===== config.mk =====
export PLATFORM = sky130hd
export DESIGN_NAME = vrased_reset_ctrl
export DESIGN_NICKNAME = d
export VERILOG_FILES = /design/src/rtl/vrased_reset_ctrl.sv
export SDC_FILE = /design/constraint.sdc
export NUM_CORES = 1
export LEC_CHECK = 0
export BUFFER_PORTS_ARGS = -buffer_cell sky130_fd_sc_hd__buf_2
export CORE_ASPECT_RATIO = 0.7
export CORE_MARGIN = 5
export CORE_UTILIZATION = 47
export CTS_BUF_LIST = sky130_fd_sc_hd__clkbuf_8
export CTS_CLUSTER_DIAMETER = 40
export CTS_CLUSTER_SIZE = 28
export DETAILED_ROUTE_END_ITERATION = 6
export GPL_TIMING_DRIVEN = 0
export PLACE_DENSITY_LB_ADDON = 0.25
export SLEW_MARGIN = 25
export SYNTH_ARGS = -nofsm -noshare
export SYNTH_HDL_FRONTEND = slang
export SYNTH_SLANG_ARGS = --single-unit

===== constraint.sdc =====
create_clock -name clk -period 1.89 [get_ports clk]
set_input_delay 0.189 -clock clk [delete_from_list [all_inputs] [get_ports clk]]
set_output_delay 0.189 -clock clk [all_outputs]
set_load 0.01 [all_outputs]

===== src/rtl/vrased_reset_ctrl.sv =====
// ============================================================================
// vrased_reset_ctrl: turns VRASED monitor violations into a timed core reset.
// Optional macro VRASED_CAUSE_LOG_EN keeps the cause/viol_cnt logging regs.
// Rev 1.0
// ============================================================================
`default_nettype none

module vrased_reset_ctrl #(
  parameter logic [15:0] HOLD_CYCLES   = 16'h0010,
  parameter logic [15:0] RESET_HANDLER = 16'h0000
) (
  input  logic        clk,
  input  logic        reset_n,
  input  logic [5:0]  viol,
  input  logic [15:0] pc,
  output logic        sys_rst,
  output logic        busy,
  output logic [5:0]  cause,
  output logic [7:0]  viol_cnt
);

  // A zero hold length still produces one reset cycle.
  localparam logic [15:0] HOLD_LOAD = (HOLD_CYCLES == 16'd0) ? 16'd0 : HOLD_CYCLES - 16'd1;

  typedef enum logic [1:0] {
    IDLE    = 2'd0,
    HOLD    = 2'd1,
    WAIT_PC = 2'd2
  } state_t;

  state_t      state_q, state_d;
  logic [15:0] hold_ctr_q, hold_ctr_d;
  logic        sys_rst_q, busy_q;

  always_comb begin
    state_d    = state_q;
    hold_ctr_d = hold_ctr_q;
    case (state_q)
      IDLE: begin
        if (|viol) begin
          state_d    = HOLD;
          hold_ctr_d = HOLD_LOAD;
        end
      end
      HOLD: begin
        if (hold_ctr_q == 16'd0) state_d = WAIT_PC;
        else                     hold_ctr_d = hold_ctr_q - 16'd1;
      end
      WAIT_PC: begin
        if (|viol) begin
          state_d    = HOLD;
          hold_ctr_d = HOLD_LOAD;
        end else if (pc == RESET_HANDLER) begin
          state_d = IDLE;
        end
      end
      default: state_d = IDLE;
    endcase
  end

  // Outputs get their own flops so nothing decodes combinationally to a port.
  always_ff @(posedge clk or negedge reset_n) begin
    if (!reset_n) begin
      state_q    <= IDLE;
      hold_ctr_q <= 16'd0;
      sys_rst_q  <= 1'b0;
      busy_q     <= 1'b0;
    end else begin
      state_q    <= state_d;
      hold_ctr_q <= hold_ctr_d;
      sys_rst_q  <= (state_d == HOLD);
      busy_q     <= (state_d != IDLE);
    end
  end

  assign sys_rst = sys_rst_q;
  assign busy    = busy_q;

`ifdef VRASED_CAUSE_LOG_EN
  logic [5:0] cause_q, cause_d;
  logic [7:0] cnt_q, cnt_d;
  logic       start_ep;

  assign start_ep = (|viol) && ((state_q == IDLE) || (state_q == WAIT_PC));

  always_comb begin
    cause_d = cause_q;
    cnt_d   = cnt_q;
    if (state_q == IDLE) begin
      if (|viol) cause_d = viol;
    end else begin
      cause_d = cause_q | viol;
    end
    if (start_ep && (cnt_q != 8'hFF)) cnt_d = cnt_q + 8'd1;
  end

  always_ff @(posedge clk or negedge reset_n) begin
    if (!reset_n) begin
      cause_q <= 6'd0;
      cnt_q   <= 8'd0;
    end else begin
      cause_q <= cause_d;
      cnt_q   <= cnt_d;
    end
  end

  assign cause    = cause_q;
  assign viol_cnt = cnt_q;
`else
  assign cause    = 6'd0;
  assign viol_cnt = 8'd0;
`endif

endmodule

`default_nettype wire


* Word-level counts from Yosys, hierarchy flattened *
Cells that the tools add are included.

storage, ports and cells
  bits in read-only memories = 0
  memories = 0
  input bits = 24
  latch bits = 0
  memory bits (writable) = 0
  register bits after elaboration = 20
  output and inout bits = 16

cells by class
  bitwise operators = 0
  $add $sub $neg = 1
  shift operators = 0
  multipliers = 0
  divide/modulo/power cells = 0
  reduce and logical (&&, ||, !) cells = 8
  equality and inequality tests = 5
  magnitude comparators = 0
  mux-type cells = 8

operators with widths
  kind                                                 count
  zero test 16 bit                                     2
  two-way mux 16 bit                                   2
  one-hot mux 16 bit (2 select lines)                  1
  subtractor 16 x 1 -> 16 bit, second input constant   1
  two-way mux 2 bit                                    4
  one-hot mux 2 bit (3 select lines)                   1
  OR reduction 6 bit                                   1
  equality test 2 x 1 -> 1 bit, second input constant  2
  nonzero test 2 bit                                   2
  AND reduction 3 bit                                  1
  equality test 2 bit, second input constant           1
  zero test 2 bit                                      1
  != test 2 x 1 -> 1 bit, second input constant        1
  != test 2 bit, second input constant                 1
  OR reduction 2 bit                                   1

* Longest topological paths before layout *
  word-level depth = 5
  mapped depth = 7
  mapped depth without buffers = 6

* Least setup slack after synthesis *
No wires, ideal clock.

  path type = register to register
  from = reg hold_ctr_q[0]
  to = reg hold_ctr_q[0]
  path buffers = 1
  data arrival time = 1.819 ns
  cell stages (with the launch flop) = 8
  slack = -0.008 ns
  period minus slack after synthesis = 1.898 ns
  data required time = 1.811 ns
  cell sequence = dfrtp_1 > inv_1 > ha_1 > or4b_1 > nor4_4 > buf_6 > nand2b_4 > mux2i_1

on the way
  longest elaborated chain between the ends = 3
  elaborated cells between the ends (all ways) = 6
  those cells by class = add/sub (1); eq/ne (1); mux (2); reduce/logical (2)

ends and longest elaborated chain
  what                                                                        line    source
  start, declared                                                             32      logic [15:0] hold_ctr_q, hold_ctr_d;
  start signal, assigned                                                      70      hold_ctr_q <= hold_ctr_d;
  subtractor 16 x 1 -> 16 bit or zero test 16 bit (tied branches)             47, 46
  two-way mux 16 bit or != test 2 bit (tied branches)                         -
  one-hot mux 16 bit (2 select lines) or AND reduction 3 bit (tied branches)  -

Several ways; a longest one is shown, not always the timed one. The select of a mux whose other input is x is not followed.
A chain may end at the register's enable or synchronous reset.

* Final worst setup path *
  from = reg hold_ctr_q[0]
  to = reg hold_ctr_q[7]

The elaborated chain is that of the path after synthesis.

==> results.yml <==
run_status:
  outcome: "complete, but fails checks"
  violations: "setup timing"
pwr:
  power.total_w: 0.00248
  ir_drop_mv: 0.814
  power_leakage_nw: 0.779
  powerDensity_nw_per_um2: 1440
routing:
  routedWlPerCell_um: 16.0
  drt_first_pass_iters: 4
  avgViaCountPerCell: 5.53
  drc: 0
  wl_um: 3440
  drt_iter0_markers: 54
  wl_met2_um: 1720
  top_layer: "met4"
  ant_nets: 0
  dr_total_vias: 1190
  dr_wl_met3_um: 230
  drt-met1-wl_um: 1420
floorplan:
  dieWidth_um: 71.2
  core_area_um2: 2480
  initial_utilization_pct: 49.7
  io_pins: 40
  die_height_um: 52.8
  die_area_um2: 3760
  rows: 15
global_routing:
  grt_overflow: 0
  antenna_found_initial: 0
  grt_pass1_vias: 1125
  track_usage_pct: 19.1
  grt_pass1_wl_um: 5530
  grt_max_degree: 21
sta:
  grt_setup_unrepaired: "true"
  fin_crit_ns: 1.98
  holdWs_ns: 0.274
  final_hold_viol_count: 0
  relSlewSlack_pct: 56.8
  fin_skew_ns: 0.00737
  fin_crit_sh_pct: 105
  max_freq_ghz: 0.505
  worst_slack_ns: -0.0902
  tightest_slew_ns: 0.648
  setup_viol: 9
  drv_slew: 0
placement:
  gp_congestion: 0.915
  portBuffers: 25
  pre_cts_slack_ns: -0.207
  hpwlAfterDp_um: 2320
clocking:
  clock-sinks: 20
  cts_buffers: 3
  cts-root-buf: "clkbuf_8"
  clock_path_buffers: 2
  insertion_delay_ns: 0.27
  htree_levels: 1
  clk_pin_slew_ns: 0.08
  cts_tree: "yes"
synthesis:
  synth_edf_count: 0
  syn-mean-instance-area_um2: 9.69
  ys_ff_latch: 20
  synth_area_um2: 1230
  ys_types: 39
  synth-seq-area-share_pct: 40.7
  netlist.area_leader.share_pct: 40.7
  ys_async_sr_fraction_pct: 100
  synth_common_cells: "20 x dfrtp_1, 14 x buf_4, 10 x nand2_1, 10 x nor2_1"
  yosys-top-cells-area: "dfrtp_1 41%, buf_4 8.5%, o41ai_1 4.3%"
  yosysMostFrequentCell: "dfrtp_1"
  yosys_warnings: 0
  synthFlopType: "dfrtp_1"
  yosysTopAreaCell: "dfrtp_1"
  postSynthCellCount: 127
setup_path:
  slowest_delay_ns: 0.49
  critPathMaxFanout: 6
  cp.arrival_ns: 2.12
  end_kind: "flop"
  critPathBufInv: 4
  cp_common_cell: "buf_6"
  required_ns: 2.03
  r2r_cells: 8
  cp.depth: 8
  critPathSlowestCell: "or4b_4"
  crit_chain: "inv_1 > ha_2 > or4b_4 > nor4_4 > buf_6 > buf_6 > buf_6 > o41ai_1"
  crit_type: "reg -> reg"
  startpoint_type: "flop"
  critPathTopFamily: "simple AND/OR/NAND/NOR gates"
final_layout:
  nNetsFinal: 207
  diodes: 0
  syn2layout_area_growth_pct: 40.4
  fillers: 201
  utilization_pct: 69.8
  drive_gt1_share_pct: 44.2
worst_hold_path:
  hold_class: "in -> reg"
  min_path_cells: 4
flow_run:
  drv_cap: 0
## state kept, by name (all words and copies together), names as in the netlist
signal      count
busy            1
hold_ctr_q     16
state_q         2
sys_rst         1
## power breakdown
group | internal [W] | switching (W) | leakage [nW]
clock network | 0.000283 | 0.000153 | 0.0357
logic | 0.000611 | 0.000640 | 0.494
registers | 0.000574 | 0.000222 | 0.249
## cell usage in the layout (no fill, tap or decap), types with 2 or more instances in the layout
master,n
nand2_2,2
conb_1,14
nor3_1,4
nand4_1,2
nor4_4,3
o211ai_1,2
nand3_1,4
buf_4,22
nor4_1,5
nor2_1,9
dfrtp_2,2
a21o_1,2
o41ai_2,2
o31ai_1,2
o311ai_0,2
inv_1,4
or4_4,2
buf_2,25
or3_1,3
o41ai_1,4
buf_6,4
mux2i_1,4
nand2_1,8
dfrtp_1,18
a21oi_1,4
clkbuf_8,3
## cells by family after synthesis
logic type                 count (synthesis)  share of synthesized area (%)
muxes                                      5                           4.17
and+or+nand+nor                           55                           27.6
other                                      1                          0.305
DFF                                       20                           40.7
AOI/OAI and AO/OA                         25                           15.2
buffers and inverters                     20                           11.0
adders and majority gates                  1                           1.02
## area by class of cell
class	count	area [um2]	share of cell area, %
multi-input cells	100	748	43.3
clock inverters	1	30.0	1.74
clock buffers	3	41.3	2.39
repair buffers	37	229	13.2
well taps	34	42.5	2.46
flip-flops and latches	20	503	29.1
plain buffers	16	120	6.95
inverters	4	15.0	0.868
## metal layers
metal,track usage [%],up-vias
met5,0,-
met4,5.00,0
met3,4.41,9
met2,32.5,52
met1,24.6,564
li1,-,565
## what timing repair did
action	in CTS	in global routing
resized for setup	17	10
cloned	0	0
hold endpoints to repair	20	0
pin swaps	7	6
endpoints found under the setup margin	15	12
hold buffers	1	0
buffers inserted	6	5
## worst reg2reg max path, delay by kind of cell (launching register included)
kind | cells | cell delay, ns
flops | 1 | 0.39
fa+ha+maj | 1 | 0.19
compound gates | 1 | 0.06
buf+inv | 4 | 0.45
simple gates | 2 | 0.76
## metrics by stage
stage | instance area (um2) | setup TNS [ns] | std cells
2_1_floorplan | 1280 | 0 | 140
3_3_place_gp | 1450 | -1.09 | 199
3_5_place_dp | 1450 | -1.21 | 199
4_1_cts | 1660 | -0.770 | 210
5_1_grt | 1730 | -1.17 | 215
6_report | 1730 | -0.502 | 215
## path summary, 6_finish.rpt
| kind | slack, ns | start | endpoint |
|---|---|---|---|
| setup / recovery | -0.09 | hold_ctr_q[0] | hold_ctr_q[7] |
| max in group asynchronous | 1.14 | reset_n | hold_ctr_q[7] |
| hold reg to reg | 0.58 | hold_ctr_q[0] | hold_ctr_q[0] |
| hold / removal | 0.27 | viol[4] | state_q[1] |
| setup reg to reg | -0.09 | hold_ctr_q[0] | hold_ctr_q[7] |
| min in group asynchronous | 0.40 | reset_n | state_q[0] |
(Power assumes the default switching activity.)
